### config.mk
export PLATFORM = sky130hd
export DESIGN_NAME = sub_share_arbiter_flat
export DESIGN_NICKNAME = d
export VERILOG_FILES = /design/src/rtl/sub_share_arbiter_pkg.sv /design/src/rtl/sub_share_arbiter_if.sv /design/src/rtl/sub_share_arbiter_core.sv /design/src/rtl/sub_share_arbiter.sv /design/src/flat_wrapper.sv
export SDC_FILE = /design/constraint.sdc
export NUM_CORES = 1
export LEC_CHECK = 0
export CORE_MARGIN = 2
export CORE_UTILIZATION = 49
export DETAILED_ROUTE_END_ITERATION = 6
export PLACE_DENSITY = 0.89
export SLEW_MARGIN = 20
export SYNTH_ARGS = -nofsm -noshare
export SYNTH_HDL_FRONTEND = slang
export SYNTH_SLANG_ARGS = --single-unit
### constraint.sdc
create_clock -name clk -period 3 [get_ports clk]
set_clock_uncertainty 0.15 [all_clocks]
set_input_delay 0.45 -clock clk [delete_from_list [all_inputs] [get_ports clk]]
set_output_delay 0.45 -clock clk [all_outputs]
set_load 0.005 [all_outputs]
### src/rtl/sub_share_arbiter_pkg.sv
// Shared types and defaults for the time-shared sign-magnitude subtractor.
// Holds the FSM encoding and the packed response record.
package sub_share_arbiter_pkg;

    localparam int DEF_NREQ = 4;
    localparam int DEF_W    = 2;
    localparam int DEF_IDW  = 2;

    typedef enum logic [1:0] {
        IDLE = 2'd0,
        EXEC = 2'd1,
        RESP = 2'd2
    } state_t;

    typedef struct packed {
        logic [DEF_IDW-1:0] id;
        logic               sign;
        logic [DEF_W-1:0]   mag;
    } rsp_t;

endpackage

### src/rtl/sub_share_arbiter_if.sv
// Requester and response channels of the shared subtractor.
// master = requester/consumer side, slave = arbiter side.
interface sub_share_arbiter_if
    import sub_share_arbiter_pkg::*;
#(
    parameter int NREQ = DEF_NREQ,
    parameter int W    = DEF_W,
    parameter int IDW  = DEF_IDW
);
    logic [NREQ-1:0]   req_valid;
    logic [NREQ*W-1:0] req_a;
    logic [NREQ*W-1:0] req_b;
    logic [NREQ-1:0]   req_ready;
    logic              rsp_valid;
    logic              rsp_ready;
    logic [IDW-1:0]    rsp_id;
    logic              rsp_sign;
    logic [W-1:0]      rsp_mag;

    modport master (
        output req_valid, req_a, req_b, rsp_ready,
        input  req_ready, rsp_valid, rsp_id, rsp_sign, rsp_mag
    );

    modport slave (
        input  req_valid, req_a, req_b, rsp_ready,
        output req_ready, rsp_valid, rsp_id, rsp_sign, rsp_mag
    );
endinterface

### src/rtl/sub_share_arbiter_core.sv
// Combinational W-bit subtractor returning sign and magnitude of a - b.
// Latency: 0 cycles. Backpressure: none, purely combinational.
// Equal operands give sign 0 and magnitude 0, so there is no negative zero.
module sub_sm_core
    import sub_share_arbiter_pkg::*;
#(
    parameter int W = DEF_W
) (
    input  logic [W-1:0] a,
    input  logic [W-1:0] b,
    output logic         sign,
    output logic [W-1:0] mag
);
    assign sign = (a < b);
    assign mag  = sign ? (b - a) : (a - b);
endmodule

### src/rtl/sub_share_arbiter.sv
// Round-robin arbiter sharing one sign-magnitude subtractor among NREQ requesters.
// Latency: accept at T -> rsp_valid at T+2; one op in flight, issue interval 3 cycles.
// Backpressure: RESP holds all outputs until rsp_ready; no request is accepted meanwhile.
module sub_share_arbiter
    import sub_share_arbiter_pkg::*;
#(
    parameter int NREQ = DEF_NREQ,
    parameter int W    = DEF_W,
    parameter int IDW  = DEF_IDW
) (
    input  logic                clk,
    input  logic                rst_n,
    sub_share_arbiter_if.slave  bus,
    output logic [7:0]          done_cnt
);
    state_t         state;
    logic [IDW-1:0] rr_ptr;
    logic [IDW-1:0] op_id;
    logic [W-1:0]   op_a;
    logic [W-1:0]   op_b;
    logic           core_sign;
    logic [W-1:0]   core_mag;

    logic           win_vld;
    logic [IDW-1:0] win_id;
    logic [IDW:0]   scan_idx;

    logic           rsp_valid_q;
    logic [IDW-1:0] rsp_id_q;
    logic           rsp_sign_q;
    logic [W-1:0]   rsp_mag_q;

    // First valid requester at or after rr_ptr, wrapping within NREQ.
    always_comb begin
        win_vld  = 1'b0;
        win_id   = '0;
        scan_idx = '0;
        for (int k = 0; k < NREQ; k++) begin
            scan_idx = {1'b0, rr_ptr} + (IDW+1)'(k);
            if (scan_idx >= (IDW+1)'(NREQ))
                scan_idx = scan_idx - (IDW+1)'(NREQ);
            if (!win_vld && bus.req_valid[scan_idx[IDW-1:0]]) begin
                win_vld = 1'b1;
                win_id  = scan_idx[IDW-1:0];
            end
        end
    end

    assign bus.req_ready = (rst_n && state == IDLE && win_vld) ? (NREQ'(1) << win_id) : '0;

    sub_sm_core #(.W(W)) u_core (
        .a    (op_a),
        .b    (op_b),
        .sign (core_sign),
        .mag  (core_mag)
    );

    always_ff @(posedge clk or negedge rst_n) begin
        if (!rst_n) begin
            state       <= IDLE;
            rr_ptr      <= '0;
            op_id       <= '0;
            op_a        <= '0;
            op_b        <= '0;
            rsp_valid_q <= 1'b0;
            rsp_id_q    <= '0;
            rsp_sign_q  <= 1'b0;
            rsp_mag_q   <= '0;
            done_cnt    <= 8'd0;
        end else begin
            case (state)
                IDLE: begin
                    if (win_vld) begin
                        op_a  <= bus.req_a[win_id*W +: W];
                        op_b  <= bus.req_b[win_id*W +: W];
                        op_id <= win_id;
                        state <= EXEC;
                    end
                end
                EXEC: begin
                    rsp_id_q    <= op_id;
                    rsp_sign_q  <= core_sign;
                    rsp_mag_q   <= core_mag;
                    rsp_valid_q <= 1'b1;
                    state       <= RESP;
                end
                RESP: begin
                    if (bus.rsp_ready) begin
                        rsp_valid_q <= 1'b0;
                        done_cnt    <= done_cnt + 8'd1;
                        rr_ptr      <= (op_id == IDW'(NREQ-1)) ? '0 : op_id + 1'b1;
                        state       <= IDLE;
                    end
                end
                default: state <= IDLE;
            endcase
        end
    end

    assign bus.rsp_valid = rsp_valid_q;
    assign bus.rsp_id    = rsp_id_q;
    assign bus.rsp_sign  = rsp_sign_q;
    assign bus.rsp_mag   = rsp_mag_q;
endmodule

### src/flat_wrapper.sv
// flat-port wrapper written by rule: the top's interface ports become plain ports
module sub_share_arbiter_flat import sub_share_arbiter_pkg::*;
#(
    parameter int NREQ = DEF_NREQ,
    parameter int W    = DEF_W,
    parameter int IDW  = DEF_IDW
)
  (clk, rst_n, done_cnt, bus_req_valid, bus_req_a, bus_req_b, bus_rsp_ready, bus_req_ready, bus_rsp_valid, bus_rsp_id, bus_rsp_sign, bus_rsp_mag);
  sub_share_arbiter_if #(.NREQ(NREQ), .W(W), .IDW(IDW)) bus_i ();
  input  logic clk;
  input  logic rst_n;
  output logic [7:0] done_cnt;
  input wire logic [$bits(bus_i.req_valid)-1:0] bus_req_valid;
  input wire logic [$bits(bus_i.req_a)-1:0] bus_req_a;
  input wire logic [$bits(bus_i.req_b)-1:0] bus_req_b;
  input wire logic [$bits(bus_i.rsp_ready)-1:0] bus_rsp_ready;
  output wire logic [$bits(bus_i.req_ready)-1:0] bus_req_ready;
  output wire logic [$bits(bus_i.rsp_valid)-1:0] bus_rsp_valid;
  output wire logic [$bits(bus_i.rsp_id)-1:0] bus_rsp_id;
  output wire logic [$bits(bus_i.rsp_sign)-1:0] bus_rsp_sign;
  output wire logic [$bits(bus_i.rsp_mag)-1:0] bus_rsp_mag;
  assign bus_i.req_valid = bus_req_valid;
  assign bus_i.req_a = bus_req_a;
  assign bus_i.req_b = bus_req_b;
  assign bus_i.rsp_ready = bus_rsp_ready;
  assign bus_req_ready = bus_i.req_ready;
  assign bus_rsp_valid = bus_i.rsp_valid;
  assign bus_rsp_id = bus_i.rsp_id;
  assign bus_rsp_sign = bus_i.rsp_sign;
  assign bus_rsp_mag = bus_i.rsp_mag;
  sub_share_arbiter #(.NREQ(NREQ), .W(W), .IDW(IDW)) u_core (.clk(clk), .rst_n(rst_n), .bus(bus_i), .done_cnt(done_cnt));
endmodule
**Word-level counts from Yosys, hierarchy flattened**

Cells that the tools add are included.

- Bits in registers: 24
- Input bits: 23
- Output and inout port bits: 18
- Word-level logic and storage cells: 80

- Add/subtract/negate cells: 11
- Order comparisons: 9
- Eq/ne operators: 5
- Shift operators: 3
- Muxes and demuxes: 28
- Reduce and logical (&&, ||, !) cells: 14

Operators by type and width:

| cell | number |
|---|---|
| 2-to-1 mux 2 bit | 12 |
| variable part select 8 x 4 -> 2 bit | 2 |
| < comparator 2 x 3 -> 1 bit, second input constant | 4 |
| >= comparator 3 bit, second input constant | 3 |
| 2-to-1 mux 1 bit | 9 |
| adder 8 x 1 -> 8 bit, second input constant | 1 |
| binary-select mux 1 bit (select 2 bit) | 4 |
| AND reduction 2 bit | 4 |
| subtractor 2 x 1 -> 2 bit, second input constant | 4 |
| adder 2 x 2 -> 3 bit, second input constant | 2 |
| one-hot mux 2 bit (3 select lines) | 1 |
| logical AND 1 bit | 5 |
| == test 2 bit, second input constant | 2 |
| 2-to-1 mux 4 bit | 1 |
| << shifter 1 x 2 -> 4 bit, first input constant | 1 |
| subtractor 2 bit | 2 |
| adder 2 x 1 -> 3 bit, second input constant | 1 |
| >= comparator 2 x 3 -> 1 bit, second input constant | 1 |
| zero test 1 bit | 3 |
| adder 2 x 1 -> 2 bit, second input constant | 1 |
| == test 2 x 1 -> 1 bit, second input constant | 1 |
| zero test 2 bit | 1 |
| < comparator 2 bit | 1 |
| inequality test 2 x 1 -> 1 bit, second input constant | 1 |
| other kinds (3) | 3 |

**Longest topological paths before layout**

Gate-level depths: netlist (run 1).

- Word-level depth: 16
- Mapped depth: 6

**Cells and area by module**

Synthesis (run 1) repeated with hierarchy kept, for this count alone.

- Cell total of the unflattened synthesis: 139
- Area, all modules: 1348.8 um^2

Modules (own cells, without submodules):

| module | instances | cells each | area each (um^2) | sequential area each (um^2) |
|---|---|---|---|---|
| sub_share_arbiter | 1 | 128 | 1253.7 | 600.6 |
| sub_sm_core | 1 | 11 | 95.1 | 0.0 |

**Worst setup path before layout (run 1)**

No wires, ideal clock.

- Path kind: register -> output
- Start: reg u_core.rr_ptr[1]
- End: out bus_req_ready[2]
- Arrival time: 1.480 ns
- Data required time: 2.400 ns
- Path slack: 0.920 ns
- Cell stages (with the launch flop): 7
- Cell sequence: dfrtp_1 > buf_6 > and3b_1 > o21a_1 > a211oi_4 > inv_1 > nor3_1

- Word-level cells in the longest chain between the ends: 16
- Elaborated cells on any way between the ends: 40
- Classes of those cells: add/sub (7); order compare (4); shift (1); mux (21); reduce/logical (7)

Ends and longest elaborated chain:

| element | line | RTL |
|---|---|---|
| start, declared | sub_share_arbiter.sv:17 | `logic [IDW-1:0] rr_ptr;` |
| start signal, assigned | sub_share_arbiter.sv:91 | `rr_ptr <= (op_id == IDW'(NREQ-1)) ? '0 : op_id + 1'b1;` |
| parallel branches: the longest is 15 deep, another holds adder 2 x 1 -> 3 bit | n/a |  |
| 2-to-1 mux 4 bit (*) | sub_share_arbiter.sv:49 | `assign bus.req_ready = (rst_n && state == IDLE && win_vld) ? (NREQ'(1) << win_id) : '0;` |
| end, declared | flat_wrapper.sv:17 | `output wire logic [$bits(bus_i.req_ready)-1:0] bus_req_ready;` |

Every way passes the cells marked *. The select of a mux whose other input is x is not followed.

**Worst setup path after layout (run 1)**

- Start: in bus_req_valid[2]
- End: out bus_req_ready[1]

- Word-level cells in the longest chain between the ends: 14
- Elaborated cells on any way between the ends: 25
- Classes of those cells: shift (1); mux (17); reduce/logical (7)

Ends and longest elaborated chain:

| element | line | RTL |
|---|---|---|
| start, declared | flat_wrapper.sv:13 | `input wire logic [$bits(bus_i.req_valid)-1:0] bus_req_valid;` |
| binary-select mux 1 bit (select 2 bit) | sub_share_arbiter.sv:42 | `if (!win_vld && bus.req_valid[scan_idx[IDW-1:0]]) begin` |
| 2-to-1 mux 1 bit (not written as such) | sub_share_arbiter.sv:42 |  |
| 2-to-1 mux 1 bit | sub_share_arbiter.sv:42 |  |
| zero test 1 bit | sub_share_arbiter.sv:42 |  |
| logical AND 1 bit | sub_share_arbiter.sv:42 |  |
| 2-to-1 mux 1 bit | sub_share_arbiter.sv:42 |  |
| zero test 1 bit | sub_share_arbiter.sv:42 |  |
| logical AND 1 bit | sub_share_arbiter.sv:42 |  |
| 2-to-1 mux 1 bit | sub_share_arbiter.sv:42 |  |
| zero test 1 bit | sub_share_arbiter.sv:42 |  |
| logical AND 1 bit | sub_share_arbiter.sv:42 |  |
| 2-to-1 mux 2 bit or 2-to-1 mux 1 bit (tied branches) | sub_share_arbiter.sv:42 |  |
| << shifter 1 x 2 -> 4 bit or logical AND 1 bit (tied branches) | sub_share_arbiter.sv:49 |  |
| 2-to-1 mux 4 bit (*) | sub_share_arbiter.sv:49 |  |

Every way passes the cells marked *; elsewhere a longest branch is shown, timed or not. The select of a mux whose other input is x is not followed.

==> run metrics, run 1 <==
status=completed; initial antenna violation count=0; Setup WS pre-CTS=-0.0177 ns; H-tree lvl count=1; first-pass GRT wire length=between 4000 and 5000 um; Peak supply drop=0.524 mV; Core Region=between 0.002 and 0.0025 sq mm; Syn. warnings=0; Mapped Area=around 0.0013 sq mm; buffer levels on the longest clock path=2; Starting Density=0.525; grt ovf=0; CTS Hold Bufs=0; Avg Cell Area, Syn=approximately 10 sq um; Multi-input gate area=662 sq um; Top FF cell, synth=dfrtp_1; Layout Nets=203; R2R Setup Slk=0.95 ns; DRT antenna net count=0; hold endpoint=u_core.done_cnt[7]$_DFFE_PN0P_; Arr. time, crit path=2.28 ns; Hold Crit Class=register to register; R2R Path Start=u_core.rr_ptr[1]$_DFFE_PN0P_; hold-critical path depth=1; via density per instance=5.46; final setup fails=0; crit path time final=2.88 ns; detailed-route wire length per cell=~14 um; reg2reg path depth=5; Finished Cell Area=0.00180 sq mm; Register Area=601 sq um; DRT iter0 DRCs=11; sequential fraction of the synthesis area=0.458; CTS tree=built; CTS Buf Count=3; synth-to-layout area growth=37.6%; fin util=0.722; Root Buffer=clkbuf_4; Logic pwr share=0.519; Max Cap Viol=0; Net Sw Frac=0.372; PortBufs=40; max-slew violation count=0; Filler Cell Count=186; worst r2r dst=u_core.op_a[0]$_DFFE_PN0P_; Clock Latency Late Sink=about 0.3 ns; sequential fraction of design power=0.392; Int Power=0.927 mW; hold wc startpoint=u_core.done_cnt[7]$_DFFE_PN0P_; Fin Setup TNS=0 ns; Worst setup SP type=input pin; share of cells above drive strength 1=0.0988; Tcrit/Tclk final=0.961; die area=0.00311 sq mm; number of synthesized flops with an enable pin=0; gpl congestion=around 0.8; DR vias=1,102; Post-Syn Nets=154; clk sinks=24; Top-Level Pins=41; P_leak=0.812 nW; vias in the first global route=1,132; measured slew at the worst slew-check pin=0.410 ns; final hold vios=0; Syn Inst Count=125; die extent in x=55.7 um; total power=1.48 mW; Setup Buffers After CTS=0; RSZ-0062 raised after global routing=false; Post-synth ARST share=1.00; Synth area leaders=dfrtp_1, xnor2_1, ha_1; drt drc=0; PnR worst setup slack=approximately 0.12 ns; Setup CP Type=input pin to primary output; area leader, netlist=dfrtp_1; GRT Overall Usage=0.199; Crit path required time=2.40 ns; PwrDens=818 mW/mm^2; crit end category=primary output; DP HPWL=2300 um; area share of the largest cell type after synthesis=0.458; Worst-path clk slew=0.11 ns; clock share of power=0.089; total length of routed wires=2800 um; Yosys cell types=34; Die Height=55.7 um; antenna diode count=0; Switch Pwr=0.549 mW; critical path peak fanout=5; TritonRoute pass-1 iters=4; slew margin rel.=0.720; synthesized flop and latch total=24; Placed Instance Area=0.00178 sq mm; largest net degree at the start of global routing=25; FP Rows=18; Fmax=0.347 GHz
==> what timing repair did <==
action / in CTS / in global routing
hold endpoints to repair: 0 / 0
endpoints found under the setup margin: 2 / 0
gates resized for setup: 1 / 0
==> cell usage after synthesis (3+ instances only) <==
master and instances:
mux2_2 3, nand2b_1 3, nor3_1 4, ha_1 5, o21ai_0 7, dfrtp_1 24, a2111oi_0 3, a221oi_1 3
nand2_1 16, nand4_1 3, a21boi_0 3, nor2_1 5, xnor2_1 8, inv_1 8, mux2i_1 6
==> registers in the layout, indices dropped and copies added (netlist names) <==
register	cells
u_core.op_a	2
u_core.op_b	2
u_core.bus.rsp_mag	2
u_core.bus.rsp_sign	1
u_core.rr_ptr	2
u_core.state	2
u_core.bus.rsp_id	2
u_core.op_id	2
u_core.done_cnt	8
u_core.bus.rsp_valid	1
==> power by group through the flow <==
stage                     clock (mW)  sequential, mW  combinational [mW]
after floorplan                    0           0.556               0.466
after detailed placement           0           0.587               0.771
after CTS                      0.135           0.580               0.776
after global placement             0           0.574               0.729
final                          0.132           0.579               0.766
after global routing           0.152           0.602               0.866
==> stage by stage <==
| stage | hold slack, ns | instances |
|---|---|---|
| after global placement | 0.309 | 199 |
| after floorplan | 0.00441 | 125 |
| after global routing | 0.362 | 202 |
| after CTS | 0.348 | 202 |
| final | 0.340 | 202 |
| after detailed placement | 0.319 | 199 |
==> area by class of cell <==
| class | count | share of cell area |
|---|---|---|
| Timing Repair Buffer | 47 | 0.250 |
| Clock buffer | 3 | 0.0125 |
| Tap cell | 30 | 0.0208 |
| Inverter | 8 | 0.0166 |
| Multi-Input combinational cell | 90 | 0.367 |
| Sequential cell | 24 | 0.333 |
==> cells in the final DEF, fill, tap and decap left out, drive strengths merged, types with 2 or more instances in the layout <==
cell | Yosys | final
nand4 | 3 | 3
or3 | 2 | 2
a221oi | 4 | 4
clkdlybuf4s50 | 0 | 39
a2111oi | 3 | 3
inv | 8 | 8
xnor2 | 8 | 8
o21ai | 7 | 7
mux2i | 6 | 6
buf | 1 | 7
mux2 | 3 | 3
nand2b | 3 | 3
clkbuf | 2 | 3
ha | 5 | 5
and3 | 2 | 2
nor3 | 4 | 4
and2 | 2 | 2
nand3b | 2 | 2
nor2 | 5 | 5
dfrtp | 24 | 24
a21o | 2 | 2
nand2 | 16 | 16
and3b | 2 | 2
a21boi | 3 | 3
==> worst max-delay path, stage by stage <==
cell and delay [ns]:
clkdlybuf4s50_1 0.54, nor4_1 0.08, or3_1 0.33, inv_1 0.08, nand2_1 0.10, nor3_1 0.17, clkdlybuf4s50_1 0.53
==> how the worst max path moves through the flow <==
| stage | startpoint | end | cells after the start |
|---|---|---|---|
| after floorplan | u_core.rr_ptr[1]$_DFFE_PN0P_ | bus_req_ready[2] | 6 |
| after global placement | bus_req_valid[3] | bus_req_ready[2] | 7 |
| after detailed placement | bus_req_valid[3] | bus_req_ready[2] | 7 |
| after CTS | bus_req_valid[2] | bus_req_ready[1] | 7 |
| after global routing | bus_req_valid[2] | bus_req_ready[1] | 7 |
| final | bus_req_valid[2] | bus_req_ready[1] | 7 |
==> kinds of logic (layout without fill, tap and decap cells) <==
group,count (synthesis),in the layout,synth area share
buffers and inverters,11,58,0.0372
DFF,24,24,0.458
adders and majority gates,6,6,0.0630
AOI/OAI and AO/OA,24,24,0.146
and+or+nand+nor,43,43,0.171
xor gates and xnor gates,8,8,0.0534
muxes,9,9,0.0716
==> per-layer routing <==
metal,part of all wire,GRT usage,wire length (um)
met5,0,0,0
met4,0.0075,0.0523,21
met3,0.062,0.0349,174
met2,0.51,0.369,1430
met1,0.42,0.236,1170
Power figures use the tool's default switching activity.
==> inputs of run 2 (changes only) <==
CAP_MARGIN = 20   (was unset)
==> results of run 2 <==
Same layout as run 1: the final DEF is identical, and so are final timing and power.
==> inputs of run 3 (changes only) <==
--- a/constraint.sdc
+++ b/constraint.sdc
@@ -4,2 +4,2 @@
 set_output_delay 0.45 -clock clk [all_outputs]
-set_load 0.005 [all_outputs]
+set_load 0.01 [all_outputs]
==> run 3 against run 2 <==
Effect of this change: flip-flop and latch count is the same; clock-buffer cell count stayed put; routed wire length grew 6.2%; via count up 3.4%; design area increased by 2.4%; register-to-register slack is essentially flat; first-iteration DRC count did not move.
==> run metrics, run 3 (synthesis results as in run 1) <==
antenna diode count=0 (unchanged); CTS tree=built; post-CTS resize count=3 (+2); placed insts=199 (unchanged); Core Region=0.00250 sq mm (unchanged); crit path time final=2.63 ns (-0.255 ns); via density per instance=5.61 (+2.8%); Filler Cell Count=188 (+1.1%); Hold Crit Class=register to register; GRT Overall Usage=0.211 (+0.0121); Setup Buffers After CTS=0 (unchanged); crit path to=bus_req_ready[2]; RSZ-0062 raised after global routing=false; TritonRoute pass-1 iters=3 (-1); Fmax=0.380 GHz (+9.7%); Peak supply drop=0.629 mV (+20%); total length of routed wires=2970 um (+6.2%); final hold vios=0 (unchanged); FP Rows=18 (unchanged); Arr. time, crit path=2.03 ns (-0.25 ns); Top-Level Pins=41 (unchanged); DRT iter0 DRCs=11 (unchanged); largest reg by FF count=u_core.done_cnt; buffer levels on the longest clock path=2 (unchanged); R2R Setup Slk=0.94 ns (about the same); Max Cap Viol=0 (unchanged); final std cells w/o fill=203 (+0.50%); Layout Nets=203 (unchanged); reg2reg path depth=5 (unchanged); Setup CP Type=input pin to primary output; DR WL met2=1530 um (+6.9%); worst r2r dst=u_core.op_a[1]$_DFFE_PN0P_; Setup crit start=bus_req_valid[2]; share of cells above drive strength 1=0.110 (+0.0110); crit end category=primary output; grt ovf=0 (unchanged); PortBufs=40 (unchanged); gpl congestion=0.802 (+0.14%); most used cells in the layout excluding fill and tap cells=clkdlybuf4s50_1, dfrtp_1, nand2_1, inv_1, xnor2_1; status=completed; vias in the first global route=1,207 (+6.6%); measured slew at the worst slew-check pin=0.433 ns (+0.0229 ns); Clock Latency Late Sink=0.31 ns (about the same); Starting Density=0.525 (unchanged); Die Height=55.7 um (unchanged); clk sinks=24 (unchanged); Root Buffer=clkbuf_4; commonest non-fill, non-tap cell in the layout=clkdlybuf4s50_1; Worst setup SP type=input pin; largest net degree at the start of global routing=25 (unchanged); DP HPWL=2410 um (+5.0%); max-slew violation count=0 (unchanged); die extent in x=55.7 um (unchanged); H-tree lvl count=1 (unchanged); DRT antenna net count=0 (unchanged); P_leak=0.880 nW (+8.4%); drt drc=0 (unchanged); DR vias=1,139 (+3.4%); critical path peak fanout=5 (unchanged); Tcrit/Tclk final=0.876 (-0.0850); routed wl met3=171 um (-1.7%); CTS Buf Count=3 (unchanged); Crit path required time=2.40 ns (about the same); top sig layer=met4; Largest register FFs=8 (unchanged); synth-to-layout area growth=40.9%; die area=0.00311 sq mm (unchanged); CTS Hold Bufs=0 (unchanged); slew margin rel.=0.704 (-0.0157); first-pass GRT wire length=5280 um (+6.5%); Worst-path clk slew=0.12 ns (about the same); detailed-route wire length per cell=14.6 um (+5.7%); R2R Path Start=u_core.rr_ptr[1]$_DFFE_PN0P_; total power=1.61 mW (+9.3%); PwrDens=874 mW/mm^2 (+6.8%); initial antenna violation count=0 (unchanged); final setup fails=0 (unchanged); M1 wire length=1180 um (+1.0%)
run 3: per-stage QoR:
stage	setup WS [ns]	hold WS, ns	instance area (sq um)	TNS [ns]	util
after floorplan	0.821	0.00441	1310	0	-
after global placement	-0.00270	0.309	1780	-0.00270	0.713
after detailed placement	-0.0759	0.317	1780	-0.139	0.713
after CTS	0.0227	0.348	1840	0	0.736
after global routing	0.214	0.376	1850	0	0.739
final	0.372	0.344	1850	0	0.739
run 3: worst min-delay path by stage:
stage                                 startpoint                                 to  slack (ns)  depth (start not counted)
2_1_floorplan                              rst_n   u_core.bus.rsp_id[0]$_DFFE_PN0P_       0.004                          0
3_3_place_gp    u_core.bus.rsp_valid$_DFFE_PN0P_   u_core.bus.rsp_valid$_DFFE_PN0P_        0.31                          2
3_5_place_dp    u_core.bus.rsp_valid$_DFFE_PN0P_   u_core.bus.rsp_valid$_DFFE_PN0P_        0.32                          2
4_1_cts         u_core.bus.rsp_valid$_DFFE_PN0P_   u_core.bus.rsp_valid$_DFFE_PN0P_        0.35                          2
5_1_grt        u_core.bus.rsp_mag[0]$_DFFE_PN0P_  u_core.bus.rsp_mag[0]$_DFFE_PN0P_        0.38                          2
6_report        u_core.bus.rsp_valid$_DFFE_PN0P_   u_core.bus.rsp_valid$_DFFE_PN0P_        0.34                          2
run 3: area by class of cell:
type / count / area (sq um) / area share
multi-input cells: 90 / 669 / 0.362
flip-flops and latches: 24 / 601 / 0.325
repair buffers: 47 / 458 / 0.248
well taps: 30 / 37.5 / 0.0203
clock inverters: 1 / 30.0 / 0.0162
inverters: 8 / 30.0 / 0.0162
clock buffers: 3 / 22.5 / 0.0122
run 3: per-layer routing:
layer  vias up  global-route usage
li1        547                   -
met1       531               0.247
met2        51               0.388
met3        10              0.0302
met4         0              0.0801
met5         -                   0
run 3: report_power, final:
| part | internal (mW) | total (mW) | switching (mW) |
|---|---|---|---|
| Combinational | 0.426 | 0.804 | 0.378 |
| Clock | 0.135 | 0.228 | 0.0933 |
| Sequential | 0.456 | 0.582 | 0.126 |
| Total | 1.02 | 1.61 | 0.597 |
run 3: critical path, stage by stage:
cell and delay, ns:
clkdlybuf4s50_1 0.56, nor4_1 0.08, or3_1 0.33, inv_1 0.08, nand2_1 0.10, nor3_1 0.14
dlygate4sd2_1 0.29
